File: config.mk
export PLATFORM = sky130hd
export DESIGN_NAME = sb_rr
export DESIGN_NICKNAME = d
export VERILOG_FILES = /design/src/rtl/sb_pkg.sv /design/src/rtl/sb_lane_fmt.sv /design/src/rtl/sb_rr.sv
export SDC_FILE = /design/constraint.sdc
export NUM_CORES = 1
export LEC_CHECK = 0
export ABC_CLOCK_PERIOD_IN_PS = 5710
export CORE_MARGIN = 1.5
export CORE_UTILIZATION = 25
export CTS_CLUSTER_DIAMETER = 120
export DETAILED_ROUTE_END_ITERATION = 8
export PLACE_DENSITY_LB_ADDON = 0.08
export SLEW_MARGIN = 30
export SYNTH_ARGS = -nofsm -noshare
export SYNTH_HDL_FRONTEND = slang
export SYNTH_SLANG_ARGS = --single-unit
File: constraint.sdc
create_clock -name clk -period 5.71 [get_ports clk]
set_input_delay 1.713 -clock clk [delete_from_list [all_inputs] [get_ports clk]]
set_output_delay 1.713 -clock clk [all_outputs]
set_load 0.01 [all_outputs]
File: src/rtl/sb_pkg.sv
// Shared types and byte-lane helpers for the round-robin system bus arbiter.
// Mask helpers work on an 8-lane view; narrower masks are zero-extended by the caller.
package sb_pkg;

    localparam int MAX_LANES = 8;

    typedef enum logic [1:0] {
        IDLE   = 2'd0,
        ACCESS = 2'd1,
        RESP   = 2'd2
    } sb_state_t;

    function automatic logic [2:0] lane_lo(input logic [MAX_LANES-1:0] mask);
        lane_lo = '0;
        for (int i = MAX_LANES - 1; i >= 0; i--) begin
            if (mask[i]) begin
                lane_lo = 3'(i);
            end
        end
    endfunction

    function automatic logic [3:0] lane_cnt(input logic [MAX_LANES-1:0] mask);
        lane_cnt = '0;
        for (int i = 0; i < MAX_LANES; i++) begin
            lane_cnt = lane_cnt + 4'(mask[i]);
        end
    endfunction

    // Legal masks are runs of 1/2/4/8 lanes aligned to their own size and inside bm_w.
    function automatic logic mask_legal(input logic [MAX_LANES-1:0] mask, input int bm_w);
        mask_legal = 1'b0;
        for (int s = 1; s <= MAX_LANES; s = s * 2) begin
            for (int off = 0; off < MAX_LANES; off = off + s) begin
                if ((s <= bm_w) && (off + s <= bm_w)) begin
                    if (mask == 8'(((9'd1 << s) - 9'd1) << off)) begin
                        mask_legal = 1'b1;
                    end
                end
            end
        end
    endfunction

endpackage

File: src/rtl/sb_lane_fmt.sv
// Byte-lane formatter: aligns write data onto its lanes and right-aligns,
// truncates and extends read data according to the access mask.
module sb_lane_fmt
    import sb_pkg::*;
#(
    parameter int DATA_W = 32,
    localparam int BM_W = DATA_W / 8
) (
    input  logic [BM_W-1:0]   mask,
    input  logic              un_sign,
    input  logic [DATA_W-1:0] wdata,
    input  logic [DATA_W-1:0] s_rdata,
    output logic [DATA_W-1:0] wdata_al,
    output logic [DATA_W-1:0] rdata_fmt,
    output logic              mask_ok
);

    logic [MAX_LANES-1:0] mask8;
    logic [2:0]           lo;
    logic [3:0]           nb;
    logic [DATA_W-1:0]    rd_sh;
    logic [DATA_W-1:0]    keep;
    logic                 sign;

    always_comb begin
        mask8            = '0;
        mask8[BM_W-1:0]  = mask;
        lo               = lane_lo(mask8);
        nb               = lane_cnt(mask8);
        mask_ok          = mask_legal(mask8, BM_W);

        wdata_al = wdata << {lo, 3'b000};
        rd_sh    = s_rdata >> {lo, 3'b000};

        keep = '0;
        sign = 1'b0;
        for (int b = 0; b < BM_W; b++) begin
            if (b < int'(nb)) begin
                keep[b*8 +: 8] = 8'hFF;
            end
            // Sign bit is the top bit of the last byte inside the access size.
            if (b + 1 == int'(nb)) begin
                sign = rd_sh[b*8 + 7];
            end
        end

        rdata_fmt = rd_sh & keep;
        if (!un_sign && sign) begin
            rdata_fmt = rdata_fmt | ~keep;
        end
        if (!mask_ok) begin
            rdata_fmt = '0;
        end
    end

endmodule

File: src/rtl/sb_rr.sv
// N-master round-robin system bus arbiter onto a single synchronous slave port.
//   state  | meaning
//   IDLE   | sample requests, pick round-robin winner, latch its request
//   ACCESS | drive slave strobe/address/lanes from the latched request
//   RESP   | ack winner for one cycle, return formatted read data, advance pointer
module sb_rr
    import sb_pkg::*;
#(
    parameter int N_MST  = 2,
    parameter int ADDR_W = 32,
    parameter int DATA_W = 32,
    localparam int BM_W  = DATA_W / 8
) (
    input  logic                    clk,
    input  logic                    rst,
    input  logic [N_MST-1:0]        m_re,
    input  logic [N_MST-1:0]        m_we,
    input  logic [N_MST-1:0]        m_un_sign,
    input  logic [N_MST*BM_W-1:0]   m_byte_mask,
    input  logic [N_MST*ADDR_W-1:0] m_addr,
    input  logic [N_MST*DATA_W-1:0] m_wdata,
    output logic [DATA_W-1:0]       m_rdata_o,
    output logic [N_MST-1:0]        m_ack_o,
    output logic                    s_en_o,
    output logic                    s_rw_o,
    output logic [ADDR_W-1:0]       s_addr_o,
    output logic [BM_W-1:0]         s_byte_mask_o,
    output logic [DATA_W-1:0]       s_wdata_o,
    input  logic [DATA_W-1:0]       s_rdata
);

    localparam int IDX_W = (N_MST > 1) ? $clog2(N_MST) : 1;

    sb_state_t         state_q, state_d;
    logic [IDX_W-1:0]  ptr_q, ptr_nxt;
    logic [IDX_W-1:0]  win_q;
    logic              we_q;
    logic              un_sign_q;
    logic [BM_W-1:0]   mask_q;
    logic [ADDR_W-1:0] addr_q;
    logic [DATA_W-1:0] wdata_q;

    logic [N_MST-1:0]  req;
    logic              gnt_found;
    logic [IDX_W-1:0]  gnt_idx;

    logic [DATA_W-1:0] wdata_al;
    logic [DATA_W-1:0] rdata_fmt;
    logic              mask_ok;

    assign req = m_re | m_we;

    always_comb begin
        int j;
        j         = 0;
        gnt_found = 1'b0;
        gnt_idx   = '0;
        for (int k = 0; k < N_MST; k++) begin
            j = int'(ptr_q) + k;
            if (j >= N_MST) begin
                j = j - N_MST;
            end
            if (!gnt_found && req[j]) begin
                gnt_found = 1'b1;
                gnt_idx   = IDX_W'(j);
            end
        end
    end

    assign ptr_nxt = (win_q == IDX_W'(N_MST - 1)) ? '0 : win_q + IDX_W'(1);

    always_comb begin
        state_d = state_q;
        case (state_q)
            IDLE:    if (gnt_found) state_d = ACCESS;
            ACCESS:  state_d = RESP;
            RESP:    state_d = IDLE;
            default: state_d = IDLE;
        endcase
    end

    always_ff @(posedge clk) begin
        if (rst) begin
            state_q   <= IDLE;
            ptr_q     <= '0;
            win_q     <= '0;
            we_q      <= 1'b0;
            un_sign_q <= 1'b0;
            mask_q    <= '0;
            addr_q    <= '0;
            wdata_q   <= '0;
        end else begin
            state_q <= state_d;
            if (state_q == IDLE && gnt_found) begin
                win_q     <= gnt_idx;
                // re together with we counts as a write.
                we_q      <= m_we[gnt_idx];
                un_sign_q <= m_un_sign[gnt_idx];
                mask_q    <= m_byte_mask[gnt_idx*BM_W +: BM_W];
                addr_q    <= m_addr[gnt_idx*ADDR_W +: ADDR_W];
                wdata_q   <= m_wdata[gnt_idx*DATA_W +: DATA_W];
            end
            if (state_q == RESP) begin
                ptr_q <= ptr_nxt;
            end
        end
    end

    sb_lane_fmt #(
        .DATA_W (DATA_W)
    ) u_lane_fmt (
        .mask      (mask_q),
        .un_sign   (un_sign_q),
        .wdata     (wdata_q),
        .s_rdata   (s_rdata),
        .wdata_al  (wdata_al),
        .rdata_fmt (rdata_fmt),
        .mask_ok   (mask_ok)
    );

    // Outputs are forced low for the whole reset cycle, not just after the edge.
    always_comb begin
        m_rdata_o     = '0;
        m_ack_o       = '0;
        s_en_o        = 1'b0;
        s_rw_o        = 1'b0;
        s_addr_o      = '0;
        s_byte_mask_o = '0;
        s_wdata_o     = '0;
        if (!rst) begin
            case (state_q)
                ACCESS: begin
                    s_en_o        = mask_ok;
                    s_rw_o        = we_q;
                    s_addr_o      = addr_q;
                    s_byte_mask_o = mask_q;
                    s_wdata_o     = wdata_al;
                end
                RESP: begin
                    m_ack_o[win_q] = 1'b1;
                    if (!we_q) begin
                        m_rdata_o = rdata_fmt;
                    end
                end
                default: ;
            endcase
        end
    end

endmodule

## Word level (Yosys, flattened, before mapping)

Cells that the tools add are included.

- Bitwise operators: 4
- Muxes and demuxes: 57
- Magnitude comparators: 11
- Multipliers: 0
- Eq/ne operators: 14
- Shift-type cells: 5
- Reduce and logical (&&, ||, !) cells: 7
- Div/mod/pow operators: 0
- Add/sub/neg operators: 7

Operator list:

| kind | number |
|---|---|
| $mux 32 | 11 |
| $shiftx 64x7->32 | 2 |
| $lt 32x3->1 const B | 2 |
| $and 32x32->32 | 1 |
| $mux 8 | 4 |
| $not 32->32 | 1 |
| $or 32x32->32 | 1 |
| $shl 32x5->32 | 1 |
| $shr 32x5->32 | 1 |
| $mux 1 | 31 |
| $mux 2 | 7 |
| $eq 4x4->1 const B | 3 |
| $add 4x1->4 | 2 |
| $eq 3x4->1 const A | 2 |
| $eq 4x2->1 const B | 2 |
| $lt 1x4->1 const A | 2 |
| $lt 2x4->1 const A | 2 |
| $mux 4 | 2 |
| $shiftx 8x4->4 | 1 |
| $eq 2x4->1 const A | 1 |
| $eq 4x1->1 const B | 1 |
| $eq 4x3->1 const B | 1 |
| $eq 4x4->1 const A | 1 |
| $logic_and 1x1->1 | 4 |
| 17 further kinds | 19 |

- Memories: 0
- RAM bits: 0
- Latch bits: 0
- Bits in read-only memories: 0
- Input bits: 176
- Flip-flop bits (word level): 74

## Depth between registers and ports, before layout

Gate-level depths: netlist (run 1).

- Word-level depth: 15
- Depth in mapped cells: 13

## By module

A second synthesis (run 1) with hierarchy kept.

- Cell total of the unflattened synthesis: 770
- Area, all modules: 6,183.4 um^2

By module, submodules not included:

| module | area an instance (um^2) | cells an instance | times used |
|---|---|---|---|
| sb_rr | 4,662.0 | 548 | 1 |
| sb_lane_fmt | 1,521.5 | 222 | 1 |

## Worst setup path after synthesis (run 1)

No wires, ideal clock.

- Path kind: input to output
- Start: input rst
- End: output m_rdata_o[22]
- Buffers on the path: 2
- Stages: 5
- Arrival time: 3,082 ps
- Path slack: 915 ps
- Cell sequence: or3_4 > or3_1 > buf_6 > buf_6 > o41ai_2

- Word-level cells in the longest chain between the ends: 1

RTL lines:

| item | line | source |
|---|---|---|
| from (decl) | sb_rr.sv:15 | `input logic rst,` |
| $mux 32 | sb_rr.sv:130 | `if (!rst) begin` |
| to (decl) | sb_rr.sv:22 | `output logic [DATA_W-1:0] m_rdata_o,` |

No other way between the ends.

## Worst setup path after layout (run 1)

- Start: input s_rdata[23]
- End: output m_rdata_o[9]

- Word-level cells in the longest chain between the ends: 11

RTL lines:

| item | line | source |
|---|---|---|
| from (decl) | sb_rr.sv:29 | `input logic [DATA_W-1:0] s_rdata` |
| $shr 32x5->32 * | sb_lane_fmt.sv:33 | `rd_sh = s_rdata >> {lo, 3'b000};` |
| $mux 1 (3 in series) | sb_lane_fmt.sv:42 | `if (b + 1 == int'(nb)) begin` |
| $mux 1 * | sb_lane_fmt.sv:42 |  |
| $logic_and 1x1->1 * | sb_lane_fmt.sv:48 | `if (!un_sign && sign) begin` |
| $mux 32 * | sb_lane_fmt.sv:48 |  |
| $mux 32 * | sb_lane_fmt.sv:51 | `if (!mask_ok) begin` |
| $mux 32 * | sb_rr.sv:141 | `if (!we_q) begin` |
| $mux 32 * | sb_rr.sv:131 | `case (state_q)` |
| $mux 32 * | sb_rr.sv:130 |  |

Every way passes the cells marked *; elsewhere a longest branch is shown, timed or not.

==> results.txt, run 1 <==
status = finished clean
Max Freq = 179.6 MHz
post-cts hold buffer count = 0
Initial Utilization = 25.69%
largest net degree at the start of global routing = 121
CP arrival = 3860 ps
Yosys Warn Count = 0
final hold viol count = 0
drt pass-1 iters = 4
core area = 20360 µm²
minimum clock period = 5569 ps
Final TNS setup = 0 ps
Synth Area per Inst = 7.904 µm²
CTS H-tree lvls = 3
cells taking the most area after synthesis = dfxtp_1 28%, mux2i_1 16%, a211oi_1 12%, nor2_1 6.5%, and3_1 5.7%
number of global-route vias before repair = 5645
WHS = 495.8 ps
Critical Path End Type = primary output
# diodes = 0
max-cap viol count = 0
Cell Int Power = 1.307 mW
register share of total power = 31.9%
# IOs = 280
Vias/cell = 4.955
Post-Synthesis Cells = 662
TritonCTS clock tree = done
fin crit share = 97.53%
wire per inst = 16.98 µm
Die Span Y = 147.7 µm
clock network power share = 29.4%
EDFF count, synth = 0
Clock transition at path regs = 60 ps
net count after synthesis = 845
number of remaining DRC errors = 0
clk_skew = 6.614 ps
RSZ-0062 raised after global routing = yes
DR iter-0 viols = 211
Filler cells = 2008
most common cell after layout, fill and taps aside = clkdlybuf4s50_1
CP max FO = 8
required time of the critical path = 4000 ps
Slew HR = 40.36%
Synth Cell Area = 5233 µm²
ratio of cells with drive above 1 in the final layout = 6.840%
post-synthesis sequential area ratio = 28.31%
GP Congestion = 0.8789
Multi-input gate area = 3441 µm²
Psw = 0.6614 mW
Netlist cell types = 48
FP Rows = 52
HPWL Detailed = 15490 µm
max-slew violation count = 0
leading area contributor after synthesis = dfxtp_1
fin area = 8640 µm²
global route total overflow = 0
DRT antenna net count = 0
Area growth syn-to-layout = 65.11%
clock root buffer = clkbuf_16
Pwr Total = 1.968 mW
Clock Path Buffers = 2
Synth async-reset ratio = 0%
global-route wire length before repair = 31260 µm
Setup-failing EPs final = 0
startpoint types = input pin
switching portion of total power = 33.60%
worst skew pair latency = 340 ps
combinational share of power = 38.7%
Worst Hold Class = reg -> reg
measured slew at the worst slew-check pin = 894.5 ps
Placement Cell Area = 8356 µm²
register area = 1481 µm²
GRT Util Overall = 18.28%
initial antenna violation count = 0
number of CTS-inserted buffers = 9
clk sinks = 74
ys flop type = dfxtp_1
die area = 21810 µm²
critical path type = in -> out
Yosys reg bits = 74
most frequent cells in the layout = 254 x clkdlybuf4s50_1, 90 x nor2_1, 85 x a211oi_1, 84 x mux2i_1, 74 x dfxtp_1
Die Width = 147.7 µm
post-synth top area share = 28.31%
Leak = 3.768 nW
via count = 5902
# port buffers = 279
power per cell area = 227.8 nW/µm²
Max IR drop VDD = 127.1 µV
fin nets = 1100
Routed WL = 20220 µm
## area by class of cell
cell class	instances	share of cell area [%]
Clock buffer	11	2.925
Sequential cell	74	17.15
Inverter	13	0.5648
Clock inverter	4	0.5938
Multi-Input combinational cell	511	39.83
Tap cell	270	3.910
Timing Repair Buffer	308	35.03
## per-stage QoR
| step | instances | worst slack, ps | util (%) |
|---|---|---|---|
| after floorplan | 662 | 915.2 | - |
| after global placement | 1175 | -56.05 | 41.02 |
| after detailed placement | 1175 | -137.3 | 41.03 |
| after CTS | 1191 | 128.3 | 42.41 |
| after global routing | 1191 | -0.4325 | 42.42 |
| final | 1191 | 141.0 | 42.42 |
## critical path, stage by stage
cell	delay (ps)
clkdlybuf4s50_1	460
buf_4	160
a221oi_1	290
buf_4	170
a2111oi_4	40
buf_12	160
o311ai_4	430
o21ai_1	140
dlygate4sd2_1	300
## metal layers
layer	up-vias	routed length [µm]	track usage, %
met1	2731	8438	21.65
met5	-	0	0
met4	0	320	5.300
met2	217	10340	33.04
li1	2933	-	-
met3	21	1124	3.765
## logic make-up after synthesis
kind of cell             Yosys count  share of synthesized area [%]
flip-flops                        74                          28.31
AND/OR/NAND/NOR                  247                          22.31
adder cells (fa/ha/maj)            7                          1.817
multiplexers                      84                          16.07
AO/OA/AOI/OAI                    173                          24.94
buffers and inverters             77                          6.552
## power groups by stage
stage               registers (mW)  clock network, mW  logic (mW)
finish                       0.628              0.580       0.761
global route                 0.637              0.618       0.832
CTS                          0.629              0.598       0.767
detailed placement           0.639                  0       0.765
global placement             0.636                  0       0.755
floorplan                    0.622                  0       0.458
## sequential cells by signal (all words and copies together), names as in the netlist
name       flops
addr_q        32
wdata_q       32
mask_q         4
state_q        2
ptr_q          1
un_sign_q      1
we_q           1
win_q          1
## cells in the mapped netlist, types with 2 or more instances
cell / n
buf_1: 3
a2bb2oi_1: 8
nor2b_1: 3
and2_1: 10
a21oi_1: 26
inv_1: 13
ha_1: 6
nand2b_1: 2
or3_1: 3
nor3_1: 8
and3_1: 48
a2111oi_4: 2
nand2_1: 70
mux2i_1: 84
buf_6: 4
o31ai_1: 2
o21ai_0: 8
buf_2: 16
nand3b_1: 2
nor2_1: 91
a311oi_1: 2
nor4_1: 3
a22oi_1: 15
o41ai_1: 6
dfxtp_1: 74
clkbuf_1: 40
o21ai_1: 8
a211oi_1: 85
## final timing paths
kind / end / cells after the start / slack, ps / startpoint
min: addr_q[6] / 2 / 500 / addr_q[6]
max reg2reg: wdata_q[15] / 5 / 3940 / state_q[0]
min reg2reg: addr_q[6] / 2 / 500 / addr_q[6]
max: m_rdata_o[9] / 9 / 140 / s_rdata[23]
## what timing repair did
| item | in CTS | in global routing |
|---|---|---|
| endpoints found under the setup margin | 24 | 2 |
| resized for setup | 24 | 1 |
| buffers inserted | 1 | 0 |
| pin swaps | 1 | 0 |
No activity file was read; power rests on OpenSTA's default activity.
==> run 2, diff against run 1 <==
--- a/config.mk
+++ b/config.mk
@@ -5,11 +5,12 @@
 export SDC_FILE = /design/constraint.sdc
 export NUM_CORES = 1
 export LEC_CHECK = 0
-export ABC_CLOCK_PERIOD_IN_PS = 5710
+export ABC_AREA = 0
 export CORE_MARGIN = 1.5
 export CORE_UTILIZATION = 25
 export CTS_CLUSTER_DIAMETER = 120
 export DETAILED_ROUTE_END_ITERATION = 8
+export GPL_ROUTABILITY_DRIVEN = 0
 export PLACE_DENSITY_LB_ADDON = 0.08
 export SLEW_MARGIN = 30
 export SYNTH_ARGS = -nofsm -noshare
==> results of run 2 <==
Same layout as run 1: the final DEF is identical, and so are final timing and power.
==> run 3, diff against run 2 <==
--- a/config.mk
+++ b/config.mk
@@ -9,6 +9,7 @@
 export CORE_MARGIN = 1.5
 export CORE_UTILIZATION = 25
 export CTS_CLUSTER_DIAMETER = 120
+export CTS_CLUSTER_SIZE = 24
 export DETAILED_ROUTE_END_ITERATION = 8
 export GPL_ROUTABILITY_DRIVEN = 0
 export PLACE_DENSITY_LB_ADDON = 0.08
==> results of run 3 <==
Same layout as run 1: the final DEF is identical, and so are final timing and power.
